--- src/rtl/i2c_pkg.sv ---
// Shared types and widths for the I2C bus arbiter: FSM state encoding,
// address/data widths and the default start-timeout limit.
package i2c_pkg;

  localparam int CHIP_W   = 7;
  localparam int REG_W    = 8;
  localparam int DATA_W   = 8;
  localparam int STATUS_W = 3;
  localparam int TMO_W    = 10;

  localparam int DEF_START_TIMEOUT = 1023;

  typedef enum logic [2:0] {
    ST_IDLE,
    ST_ISSUE,
    ST_WAIT_BUSY,
    ST_WAIT_DONE,
    ST_RELEASE
  } state_e;

endpackage

--- src/rtl/rr_select.sv ---
// Combinational round-robin picker: scans requesters starting one past the
// pointer (mod NREQ) and returns a one-hot winner plus a valid flag.
module rr_select #(
  parameter int NREQ  = 3,
  parameter int PTR_W = 2
) (
  input  logic [NREQ-1:0]  req,
  input  logic [PTR_W-1:0] ptr,
  output logic [NREQ-1:0]  winner,
  output logic             valid
);

  always_comb begin
    int idx;
    // NOTE: every output of a combinational block gets a default first, so no
    // path through the loop can leave a value held and infer a latch.
    winner = '0;
    valid  = 1'b0;
    idx    = 0;
    for (int off = 1; off <= NREQ; off++) begin
      idx = (int'(ptr) + off) % NREQ;
      if (!valid && req[idx]) begin
        winner[idx] = 1'b1;
        valid       = 1'b1;
      end
    end
  end

endmodule

--- src/rtl/i2c_bus_arbiter.sv ---
// Arbitrates NREQ requesters onto one i2c_master: round-robin grant, one-cycle
// command strobe, start timeout, and a done/err/read-data handback.
module i2c_bus_arbiter
  import i2c_pkg::*;
#(
  parameter int NREQ          = 3,
  parameter int START_TIMEOUT = DEF_START_TIMEOUT
) (
  input  logic                     clk,
  input  logic                     reset,
  input  logic [NREQ-1:0]          req,
  input  logic [NREQ-1:0]          req_rd,
  input  logic [CHIP_W*NREQ-1:0]   req_chip_addr,
  input  logic [REG_W*NREQ-1:0]    req_reg_addr,
  input  logic [DATA_W*NREQ-1:0]   req_data,
  output logic [NREQ-1:0]          gnt,
  output logic [NREQ-1:0]          req_done,
  output logic                     req_err,
  output logic [DATA_W-1:0]        rd_data,
  output logic [CHIP_W-1:0]        m_chip_addr,
  output logic [REG_W-1:0]         m_reg_addr,
  output logic [DATA_W-1:0]        m_data_in,
  output logic                     m_write_en,
  output logic                     m_read_en,
  input  logic                     m_busy,
  input  logic                     m_done,
  input  logic [STATUS_W-1:0]      m_status,
  input  logic [DATA_W-1:0]        m_data_out
);

  localparam int PTR_W = (NREQ > 2) ? $clog2(NREQ) : 1;
  localparam logic [TMO_W-1:0] TMO_LIMIT = TMO_W'(START_TIMEOUT);

  state_e              state_q, state_d;
  logic [NREQ-1:0]     gnt_q, gnt_d;
  logic [PTR_W-1:0]    win_q, win_d;
  logic [PTR_W-1:0]    ptr_q, ptr_d;
  logic [CHIP_W-1:0]   chip_q, chip_d;
  logic [REG_W-1:0]    reg_q, reg_d;
  logic [DATA_W-1:0]   wdata_q, wdata_d;
  logic                rd_q, rd_d;
  logic [TMO_W-1:0]    cnt_q, cnt_d;
  logic                err_q, err_d;
  logic [DATA_W-1:0]   rdata_q, rdata_d;

  logic [NREQ-1:0]     sel_oh;
  logic                sel_valid;
  logic [PTR_W-1:0]    sel_idx;

  rr_select #(
    .NREQ  (NREQ),
    .PTR_W (PTR_W)
  ) u_rr_select (
    .req    (req),
    .ptr    (ptr_q),
    .winner (sel_oh),
    .valid  (sel_valid)
  );

  always_comb begin
    sel_idx = '0;
    for (int i = 0; i < NREQ; i++) begin
      if (sel_oh[i]) sel_idx = PTR_W'(i);
    end
  end

  always_comb begin
    state_d = state_q;
    gnt_d   = gnt_q;
    win_d   = win_q;
    ptr_d   = ptr_q;
    chip_d  = chip_q;
    reg_d   = reg_q;
    wdata_d = wdata_q;
    rd_d    = rd_q;
    cnt_d   = cnt_q;
    err_d   = err_q;
    rdata_d = rdata_q;

    unique case (state_q)
      ST_IDLE: begin
        if (sel_valid) begin
          gnt_d   = sel_oh;
          win_d   = sel_idx;
          chip_d  = req_chip_addr[CHIP_W*int'(sel_idx) +: CHIP_W];
          reg_d   = req_reg_addr[REG_W*int'(sel_idx) +: REG_W];
          wdata_d = req_data[DATA_W*int'(sel_idx) +: DATA_W];
          rd_d    = req_rd[sel_idx];
          state_d = ST_ISSUE;
        end
      end
      ST_ISSUE: begin
        cnt_d   = '0;
        err_d   = 1'b0;
        state_d = ST_WAIT_BUSY;
      end
      ST_WAIT_BUSY: begin
        if (m_busy) begin
          state_d = ST_WAIT_DONE;
        end else begin
          // Comparing the incremented value makes the abort land exactly
          // START_TIMEOUT+1 cycles after the strobe.
          cnt_d = (cnt_q == '1) ? cnt_q : cnt_q + TMO_W'(1);
          if (cnt_d >= TMO_LIMIT) begin
            err_d   = 1'b1;
            state_d = ST_RELEASE;
          end
        end
      end
      ST_WAIT_DONE: begin
        if (m_done || !m_busy) begin
          rdata_d = m_data_out;
          err_d   = (m_status != '0);
          state_d = ST_RELEASE;
        end
      end
      ST_RELEASE: begin
        gnt_d   = '0;
        ptr_d   = win_q;
        state_d = ST_IDLE;
      end
      default: state_d = ST_IDLE;
    endcase
  end

  always_ff @(posedge clk) begin
    // NOTE: state registers use non-blocking assignment so every flop samples
    // the pre-edge value regardless of statement order.
    if (reset) begin
      state_q <= ST_IDLE;
      gnt_q   <= '0;
      win_q   <= '0;
      ptr_q   <= PTR_W'(NREQ - 1);
      chip_q  <= '0;
      reg_q   <= '0;
      wdata_q <= '0;
      rd_q    <= 1'b0;
      cnt_q   <= '0;
      err_q   <= 1'b0;
      rdata_q <= '0;
    end else begin
      state_q <= state_d;
      gnt_q   <= gnt_d;
      win_q   <= win_d;
      ptr_q   <= ptr_d;
      chip_q  <= chip_d;
      reg_q   <= reg_d;
      wdata_q <= wdata_d;
      rd_q    <= rd_d;
      cnt_q   <= cnt_d;
      err_q   <= err_d;
      rdata_q <= rdata_d;
    end
  end

  // Strobes and done/err are decoded from registered state only.
  assign gnt         = gnt_q;
  assign req_done    = (state_q == ST_RELEASE) ? gnt_q : '0;
  assign req_err     = (state_q == ST_RELEASE) && err_q;
  assign rd_data     = rdata_q;
  assign m_chip_addr = chip_q;
  assign m_reg_addr  = reg_q;
  assign m_data_in   = wdata_q;
  assign m_write_en  = (state_q == ST_ISSUE) && !rd_q;
  assign m_read_en   = (state_q == ST_ISSUE) && rd_q;

endmodule

--- config.mk ---
export PLATFORM = sky130hd
export DESIGN_NAME = i2c_bus_arbiter
export DESIGN_NICKNAME = d
export VERILOG_FILES = /design/src/rtl/i2c_pkg.sv /design/src/rtl/rr_select.sv /design/src/rtl/i2c_bus_arbiter.sv
export SDC_FILE = /design/constraint.sdc
export NUM_CORES = 1
export LEC_CHECK = 0
export CAP_MARGIN = 15
export CORE_ASPECT_RATIO = 2
export CORE_MARGIN = 2
export CORE_UTILIZATION = 43
export DETAILED_ROUTE_END_ITERATION = 6
export PLACE_DENSITY = 0.81
export SLEW_MARGIN = 20
export SYNTH_ARGS = -nofsm -noshare
export SYNTH_HDL_FRONTEND = slang
export SYNTH_SLANG_ARGS = --single-unit
--- constraint.sdc ---
create_clock -name clk -period 3 [get_ports clk]
set_clock_uncertainty 0.2 [all_clocks]
set_input_delay 0.75 -clock clk [delete_from_list [all_inputs] [get_ports clk]]
set_output_delay 0.75 -clock clk [all_outputs]
set_load 0.03 [all_outputs]
After elaboration in Yosys (flattened, before gate mapping)
Cells that the tools add are included.
Widths: inputs -> output; s select.
{"block": "totals", "register_bits": 53, "latchBits": 0, "ram_bits": 0, "mem_bits_ro": 0, "inputBits": 90, "word_cells": 106, "mem_count": 0}
{"block": "op_classes", "n_addsub": 4, "n_mul": 1, "div": 3, "order_cmp": 8, "eq_ne": 10, "n_shift": 3, "muxes": 40, "n_bitwise": 2, "reduce_logical": 24}
{"op": "$ge 32x1->1 const B", "n": 3}
{"op": "$lt 32x4->1 const B", "n": 3}
{"op": "$mod 32x3->32 const B", "n": 3}
{"op": "$shiftx 24x6->8", "n": 2}
{"op": "$mux 3", "n": 9}
{"op": "$shiftx 21x6->7", "n": 1}
{"op": "$mux 10", "n": 2}
{"op": "$pmux 10 s2", "n": 1}
{"op": "$mux 1", "n": 17}
{"op": "$pmux 3 s4", "n": 1}
{"op": "$add 10x1->10 const B", "n": 1}
{"op": "$eq 10x10->1 const B", "n": 1}
{"op": "$ge 10x10->1 const B", "n": 1}
{"op": "$bmux 1 s2", "n": 4}
{"op": "$logic_and 1x1->1", "n": 8}
{"op": "$ne 2x2->1 const B", "n": 4}
{"op": "$reduce_and 2->1", "n": 4}
{"op": "$add 2x2->3 const B", "n": 2}
{"op": "$demux 1 s2", "n": 3}
{"op": "$eq 3x2->1 const B", "n": 2}
{"op": "$or 3x3->3", "n": 2}
{"op": "$pmux 3 s2", "n": 1}
{"op": "$reduce_bool 3->1", "n": 2}
{"op": "$mul 3x2->5 const A", "n": 1}
{"op": "other kinds (13)", "n": 17}

Depth between registers and ports, before layout
{"block": "depth", "ltp_word": 16, "ltp_mapped": 11, "depth_no_buf": 8}

Hierarchy
From an unflattened synthesis, not the netlist that was laid out.
{"block": "hier_totals", "hier_cells": 431, "area_unflattened_um2": 3209.3}
{"module": "i2c_bus_arbiter", "n_inst": 1, "cells_per_inst": 383, "area_each_um2": 2900.3, "seq_area_each_um2": 1061.0}
{"module": "rr_select", "n_inst": 1, "cells_per_inst": 48, "area_each_um2": 309.0, "seq_area_each_um2": 0.0}

Worst setup path after synthesis
Ideal clock, no wire load.
{"block": "synth_path", "path_type": "reg-to-reg", "from": "reg ptr_q[0]", "to": "reg wdata_q[4], in the netlist m_data_in[4]", "setup_time_ns": 0.121, "t_arrival_ns": 2.141, "required_time_ns": 2.679, "setup_slack_ns": 0.538, "stages_incl_launch_ff": 11, "path_buffers": 2, "path_cell_list": "dfxtp_1 -> inv_1 -> ha_1 -> buf_2 -> a22o_1 -> a211o_1 -> a211o_1 -> clkbuf_1 -> and3_1 -> a211oi_1 -> o2bb2ai_1"}
{"block": "synth_between", "elab_chain_len": 15, "elab_cells_between_ends": 46, "classes_between": "add/sub (3); div (3); order compare (6); shift (1); mux (23); bitwise (2); reduce/logical (8)"}
{"item": "start: declaration", "line_no": "i2c_bus_arbiter.sv:37", "text": "logic [PTR_W-1:0] ptr_q, ptr_d;"}
{"item": "start signal: assignment", "line_no": "i2c_bus_arbiter.sv:133", "text": "ptr_q <= PTR_W'(NREQ - 1);"}
{"item": "start signal: assignment", "line_no": "i2c_bus_arbiter.sv:145", "text": "ptr_q <= ptr_d;"}
{"item": "parallel branches: the longest is 15 deep, another holds $mod 32x3->32"}
{"item": "end signal: assignment", "line_no": "i2c_bus_arbiter.sv:148", "text": "wdata_q <= wdata_d;"}
{"item": "end: declaration", "line_no": "i2c_bus_arbiter.sv:40", "text": "logic [DATA_W-1:0] wdata_q, wdata_d;"}
Parallel ways; which one is timed is not known. The select of a mux whose other input is x is not followed.
A chain may end at the register's enable or synchronous reset.

Worst setup path in the final report
{"block": "layout_path", "from": "in req[1]", "to": "reg chip_q[1], in the netlist m_chip_addr[1]"}
{"block": "layout_between", "elab_chain_len": 14, "elab_cells_between_ends": 26, "classes_between": "mul (1); shift (1); mux (17); bitwise (2); reduce/logical (5)"}
{"item": "start: declaration", "line_no": "i2c_bus_arbiter.sv:11", "text": "input logic [NREQ-1:0] req,"}
{"item": "$bmux 1 s2", "line_no": "rr_select.sv:22", "text": "if (!valid && req[idx]) begin"}
{"item": "$mux 1 (not written as such) (2 in series)", "line_no": "rr_select.sv:22"}
{"item": "$mux 1", "line_no": "rr_select.sv:22"}
{"item": "$logic_not 1->1", "line_no": "rr_select.sv:22"}
{"item": "$logic_and 1x1->1", "line_no": "rr_select.sv:22"}
{"item": "$mux 1", "line_no": "rr_select.sv:22"}
{"item": "$logic_not 1->1", "line_no": "rr_select.sv:22"}
{"item": "$logic_and 1x1->1", "line_no": "rr_select.sv:22"}
{"item": "$mux 3", "line_no": "rr_select.sv:22"}
{"item": "$mux 1", "line_no": "i2c_bus_arbiter.sv:63", "text": "if (sel_oh[i]) sel_idx = PTR_W'(i);"}
{"item": "$mux 2", "line_no": "i2c_bus_arbiter.sv:63"}
{"item": "$mul 3x2->5", "line_no": "i2c_bus_arbiter.sv:85", "text": "chip_d = req_chip_addr[CHIP_W*int'(sel_idx) +: CHIP_W];"}
{"item": "$shiftx 21x6->7", "line_no": "i2c_bus_arbiter.sv:85"}
{"item": "end signal: assignment", "line_no": "i2c_bus_arbiter.sv:146", "text": "chip_q <= chip_d;"}
{"item": "end: declaration", "line_no": "i2c_bus_arbiter.sv:38", "text": "logic [CHIP_W-1:0] chip_q, chip_d;"}
Parallel ways exist; a longest one is shown, timed or not. The select of a mux whose other input is x is not followed.

==> key figures <==
Status
  – Outcome: complete, no violations

Final layout
  – Fin cells: approximately 580
  – P&R area growth vs syn: 53.8%
  – Layout cell share with drive strength beyond 1: 8.15%
  – Layout fillers: about 550
  – Antenna Cells: 0
  – Nets: around 600

Placement
  – IO Port Bufs: about 130
  – Placed Instances: 573
  – Routability Congestion: between 0.8 and 0.9
  – Detail Placement HPWL: around 8000 um

Hold path
  – Hold wc startpoint: win_q[0]
  – Hold path cells: 2
  – WHS Endpoint: ptr_q[0]
  – Hold Crit Class: flip-flop to flip-flop

Synthesis
  – Post-synth top area cell: dfxtp_1
  – Top post-synthesis cells by area: dfxtp_1 35%, a211oi_1 6.9%, o2bb2ai_1 6.9%, and3_1 5.7%, o21ai_0 5.1%
  – Post-synth EDFFs: 0
  – Synth warn: 0
  – Sequential element share of the synthesized area: approximately 35%
  – Asr flop ratio synth: 0%
  – Top_reg_cell synth: dfxtp_1
  – Post-synth top area share: around a third
  – Mapped cell area: just over 3000 sq um
  – Post-synth cell types: 61
  – Synth Register Bits: 53
  – Synth Area per Inst: 8.35 sq um
  – Post-Syn Instances: between 300 and 400
  – Syn Nets: 462

Setup path
  – Reg2reg end: m_chip_addr[1]
  – Most used cell, CP: a211o_1
  – CP max stage delay: 510 ps
  – Startpoint types: input port
  – Crit Path Category: input port to flip-flop
  – R2r startpoint: ptr_q[0]
  – Crit Path Max Fanout: 22
  – CP Cell Sequence: clkdlybuf4s50_1 -> a22o_1 -> a211o_1 -> a211o_1 -> buf_12 -> and3_1 -> a211oi_1 -> o2bb2ai_1
  – R2r setup slk: 270 ps
  – R2r worst-path depth: 9
  – Worst setup EP type: flip-flop
  – Arr. time, crit path: just under 3000 ps
  – CP max-delay cell: clkdlybuf4s50_1
  – Worst Path Required: between 2000 and 3000 ps

STA
  – Max-slew violation count: 0
  – Unrepaired setup endpoints after global routing: no
  – Final-report hold violation count: 0
  – Fin crit period: 2910 ps
  – Peak Freq: about 340 MHz
  – Actual slew at the worst max-slew pin: 565 ps
  – Setup violations, final: 0
  – Final worst path period share: a little over nine tenths
  – Slew HR: 62.0%

Global routing
  – Vias in the first global route: between 3000 and 4000
  – GRT Overall Usage: a little over a quarter
  – Pin count of the biggest net entering global routing: 29
  – Antenna violations before repair: 0
  – GRT overflow: 0
  – First-pass GRT wire length: approximately 17000 um

Floorplanning
  – Die Outline Area: between 7000 and 8000 sq um
  – Die X-Extent: roughly 64 um
  – Initial core utilization: around 44%
  – Total core area: 6940 sq um
  – I/O pin cnt: between 100 and 150
  – Die H: around 120 um
  – Row Count: 43

Route
  – TritonRoute pass-1 iters: 4
  – Number of DRC markers in iteration 0: ~260
  – Routed Antenna Nets: 0
  – Total wire length: 10600 um
  – Routed len/inst: 18.2 um
  – Via count: about 3400
  – DRC Markers: 0
  – Vias/cell: ~5.9

Pwr
  – Pwr dens: 465 nW/um^2
  – Leak: about 1.8 nW
  – Peak VDD IR: 397 uV
  – Total power: 0.00219 W

Clock tree
  – Clock-pin slew on the worst setup and hold paths: about 70 ps
  – Clock Path Buffers: 2
  – Maximum level of the CTS H-tree: 2
  – Buffer count from post-CTS setup fixing: 0
  – Worst-Skew Late Latency: between 200 and 300 ps
  – Cts bufs inserted: 5
  – CTS Root Buffer Type: clkbuf_16
  – CTS sink cnt: 53
  – CTS tree: built

Run
  – Max Cap Viol: 0
==> metal layers <==
layer	global-route usage (%)	wire length, um	up-vias
met3	5.28	683	26
met4	11.7	374	0
met1	26.2	3610	1599
met2	52.9	5930	170
li1	-	-	1631
met5	0	0	-
==> cell families after synthesis <==
group,share of synthesized area [%]
XOR/XNOR,0.286
AND/OR/NAND/NOR,21.2
buffers and inverters,5.71
flip-flops,34.6
AO/OA/AOI/OAI,31.8
adder cells (fa/ha/maj),2.04
multiplexers,4.33
==> area by class of cell <==
class / count / area [sq um] / area share [%]
Multi-Input combinational cell: 276 / 1830 / 38.9
Timing Repair Buffer: 147 / 1510 / 32.0
Sequential cell: 53 / 1060 / 22.5
Clock buffer: 7 / 143 / 3.03
Tap cell: 90 / 113 / 2.39
Clock inverter: 1 / 30.0 / 0.637
Inverter: 7 / 26.3 / 0.557
==> worst max-delay path, delay by kind of cell <==
kind	cells	cell delay, ps
AOI/OAI and AO/OA	5	1270
buffers and inverters	2	700
and+or+nand+nor	1	180
==> registers in the layout, indices dropped and copies added, names as in the netlist <==
name and flops:
err_q 1, rd_data 8, cnt_q 10, m_chip_addr 7, gnt 3, m_reg_addr 8
ptr_q 2, rd_q 1, m_data_in 8, state_q 3, win_q 2
==> cells in the mapped netlist, types with 2 or more instances <==
cell,number
buf_2,11
mux2i_1,11
nand2_1,27
nand4_1,2
inv_1,7
a21oi_1,17
o21ai_0,31
nor3_1,7
a211o_1,3
clkbuf_1,16
o2bb2ai_1,24
o21ai_1,2
mux2_2,2
nor2_1,20
a31oi_1,3
nor2b_1,3
ha_1,5
o41ai_1,3
a21boi_0,2
nand2b_1,8
or2_2,2
and3_1,28
nand3b_1,2
buf_4,3
o21bai_1,2
nand3_1,7
o211ai_1,2
dfxtp_1,53
a311oi_1,2
nor4_2,2
a211oi_1,28
a22oi_1,3
==> power breakdown <==
group / switching, W / internal, W / leakage, nW / total [W]
sequential: 0.0000502 / 0.000773 / 0.433 / 0.000823
clock: 0.000256 / 0.000417 / 0.0841 / 0.000673
combinational: 0.000354 / 0.000341 / 1.25 / 0.000695
total: 0.000660 / 0.00153 / 1.76 / 0.00219
==> placed cells by master, fill, tap and decap left out, drive strengths merged, types with 2 or more instances in the layout <==
cell type,count
nor3,8
nand2b,8
buf,18
a21boi,3
o21bai,2
mux2,2
or3b,2
ha,5
nor2,21
clkdlybuf4s50,127
dfxtp,53
or3,2
nand4,2
and3,28
o41ai,3
a211o,3
nor4,2
nand3,8
nand2,27
o2bb2ai,24
mux2i,11
o21ai,33
a22oi,3
or2,2
nand3b,2
a31oi,3
nor2b,3
a221oi,2
a21oi,17
a311oi,2
o211ai,2
a211oi,28
dlymetal6s2s,2
clkbuf,7
inv,7
==> worst max-delay path by stage <==
stage	start	end	slack, ps	depth (start not counted)
after floorplan	ptr_q[0]	m_data_in[4]	540	10
after detailed placement	req[1]	m_chip_addr[1]	-180	8
after global routing	req[1]	m_chip_addr[1]	6	8
after CTS	state_q[0]	m_read_en	70	3
after global placement	req[1]	m_reg_addr[5]	-100	8
final	req[1]	m_chip_addr[1]	90	8
==> metrics by stage <==
stage	setup slack, ps	instance area (sq um)	setup TNS, ps	hold WS (ps)	util, %
3_5_place_dp	-183	4530	-2210	249	65.3
3_3_place_gp	-104	4530	-771	238	65.3
4_1_cts	68.4	4700	0	258	67.8
6_report	92.8	4710	0	253	67.9
2_1_floorplan	538	3070	0	228	-
5_1_grt	6.01	4710	0	278	67.9
==> repair_timing <==
action                     CTS  global route
hold buffers                 0             0
resized for setup            0             3
setup endpoints to repair    0             3
hold endpoints to repair     0             0
Power figures use the tool's default switching activity.
==> patch, RTL diff (same settings) <==
Reset style: asynchronous (`reset`), changed in one clocked block.
--- a/src/rtl/i2c_bus_arbiter.sv
+++ b/src/rtl/i2c_bus_arbiter.sv
@@ -125,3 +125,3 @@
 
-  always_ff @(posedge clk) begin
+  always_ff @(posedge clk or posedge reset) begin
     // NOTE: state registers use non-blocking assignment so every flop samples
Formal check against the unedited RTL: differs if reset is asserted again (counterexample within 4 cycles, from zero or initial values and one cycle with reset high); with reset held inactive, the same outputs for 10 cycles.
==> patch against the original RTL <==
Via count shrank 2.1%. Wire length is 6.5% lower. Cell area increased by 4.4%. Worst setup slack improved by 0.062 ns. Sequential cell count unchanged. Synthesized area grew 10%. Final cell count is 0.52% higher. Critical path type is now flop to output pin. Highest routed layer unchanged.
Power is not compared: it rests on default switching activity, and its combinational part moved more than twofold at a synthesized area within 25%.
==> patch: results (changes against the original RTL) <==
[final_layout]
stdcell_count=584  ; +0.52%
fillers=629  ; +15%
drive_above_1_share_pct=13.06  ; +4.9 points

[clock_network]
clk_pin_slew_ns=0.07  ; about the same
cts_buffers=5  ; unchanged
clock_path_buffers=2  ; unchanged

[drt]
wirelength_met1_mm=3.397  ; -5.8%
first_pass_iters=5  ; +1
wl_met3_um=502  ; -27%
drt_iter0_drc=238  ; -6.7%
route.met2.wl_mm=5.744  ; -3.2%
drt_wl_total_mm=9.907  ; -6.5%
via_per_inst=5.741  ; -2.6%

[grt]
grt_pass1_wl_mm=15.84  ; -4.4%
grt.total_usage_pct=23.82  ; -3.0 points
grt_max_degree=51  ; +76%
grt_pass1_vias=3356  ; +0.93%

[synthesis]
synth_seq_area_share_pct=39.19  ; +4.6 points
yosysUniqueCellTypes=59  ; -3.3%
synth_cells=360  ; -1.9%
synth.area.mux_share_pct=4.248  ; -0.078 points
async_flop_share_pct=100.0  ; +100 points
synth_compound_area_share_pct=22.46  ; -9.3 points
synth_xor_area_share_pct=0  ; -0.29 points
synth_top_area_share_pct=38.42  ; +3.8 points
synthAdderAreaFrac_pct=1.847  ; -0.19 points
synthTopCellsByCount=dfrtp_1, nand2_1, nor2_1, o31ai_1, and3_1
synth.area.top_cells=dfrtp_1, o31ai_1, nand2_1, a211oi_1, and3_1
synth_fp_nets=455  ; -1.5%

[hold_path]
hold_class=flop to flop

[sta]
worst_pin_slew_ns=0.4424  ; -0.1229 ns

[placed_design]
routabilityCongestion=0.9052  ; +4.1%
place_area_um2=4771  ; +5.3%
pre_cts_slack_ns=0.006287  ; +0.1890 ns

[critical_path]
crit_fanout=12  ; -45%
critPathArrivalTime_ns=1.90  ; -0.99 ns

[run_status]
outcome=complete, no violations

patch: repair_timing:
item / in CTS / in global routing
setup buffers: 0 / 0
setup endpoints to repair: 0 / 4
hold buffers: 0 / 0
resized for setup: 0 / 4
patch: where the power goes:
group          internal, uW  switching (uW)  leakage [uW]
logic                  1290            1670       0.00134
clock network           309             255     0.0000679
registers              1020             198      0.000669
patch: layout make-up:
| class | count | area, um2 | area share [%] |
|---|---|---|---|
| inverters | 6 | 22.52 | 0.4579 |
| well taps | 94 | 117.6 | 2.391 |
| clock buffers | 7 | 132.6 | 2.697 |
| multi-input cells | 274 | 1812 | 36.84 |
| clock inverters | 1 | 5.005 | 0.1018 |
| flip-flops and latches | 53 | 1328 | 26.99 |
| repair buffers | 149 | 1501 | 30.53 |
patch: path summary, 6_finish.rpt:
path | startpoint | to | slack, ns
min reg2reg | m_chip_addr[0] | m_chip_addr[0] | 0.28
max | state_q[0] | m_read_en | 0.15
max in group asynchronous | reset | ptr_q[1] | 1.42
min | m_chip_addr[0] | m_chip_addr[0] | 0.28
min in group asynchronous | reset | rd_data[4] | 0.57
max reg2reg | ptr_q[1] | m_data_in[5] | 0.28
patch: worst max-delay path, cell delays in order (launching register included):
cell and delay, ns:
dfrtp_1 0.53, and3_1 0.25, and2_1 0.16, clkdlybuf4s50_1 0.67
patch: cell families after synthesis:
| family | after synthesis |
|---|---|
| AOI/OAI and AO/OA | 97 |
| adders and majority gates | 5 |
| buffers and inverters | 33 |
| DFF | 53 |
| muxes | 13 |
| and+or+nand+nor | 159 |
patch: routing by layer:
metal	up-vias	track usage (%)
met5	-	0
met4	0	10.68
met3	21	4.340
met2	129	45.00
met1	1612	24.50
li1	1591	-
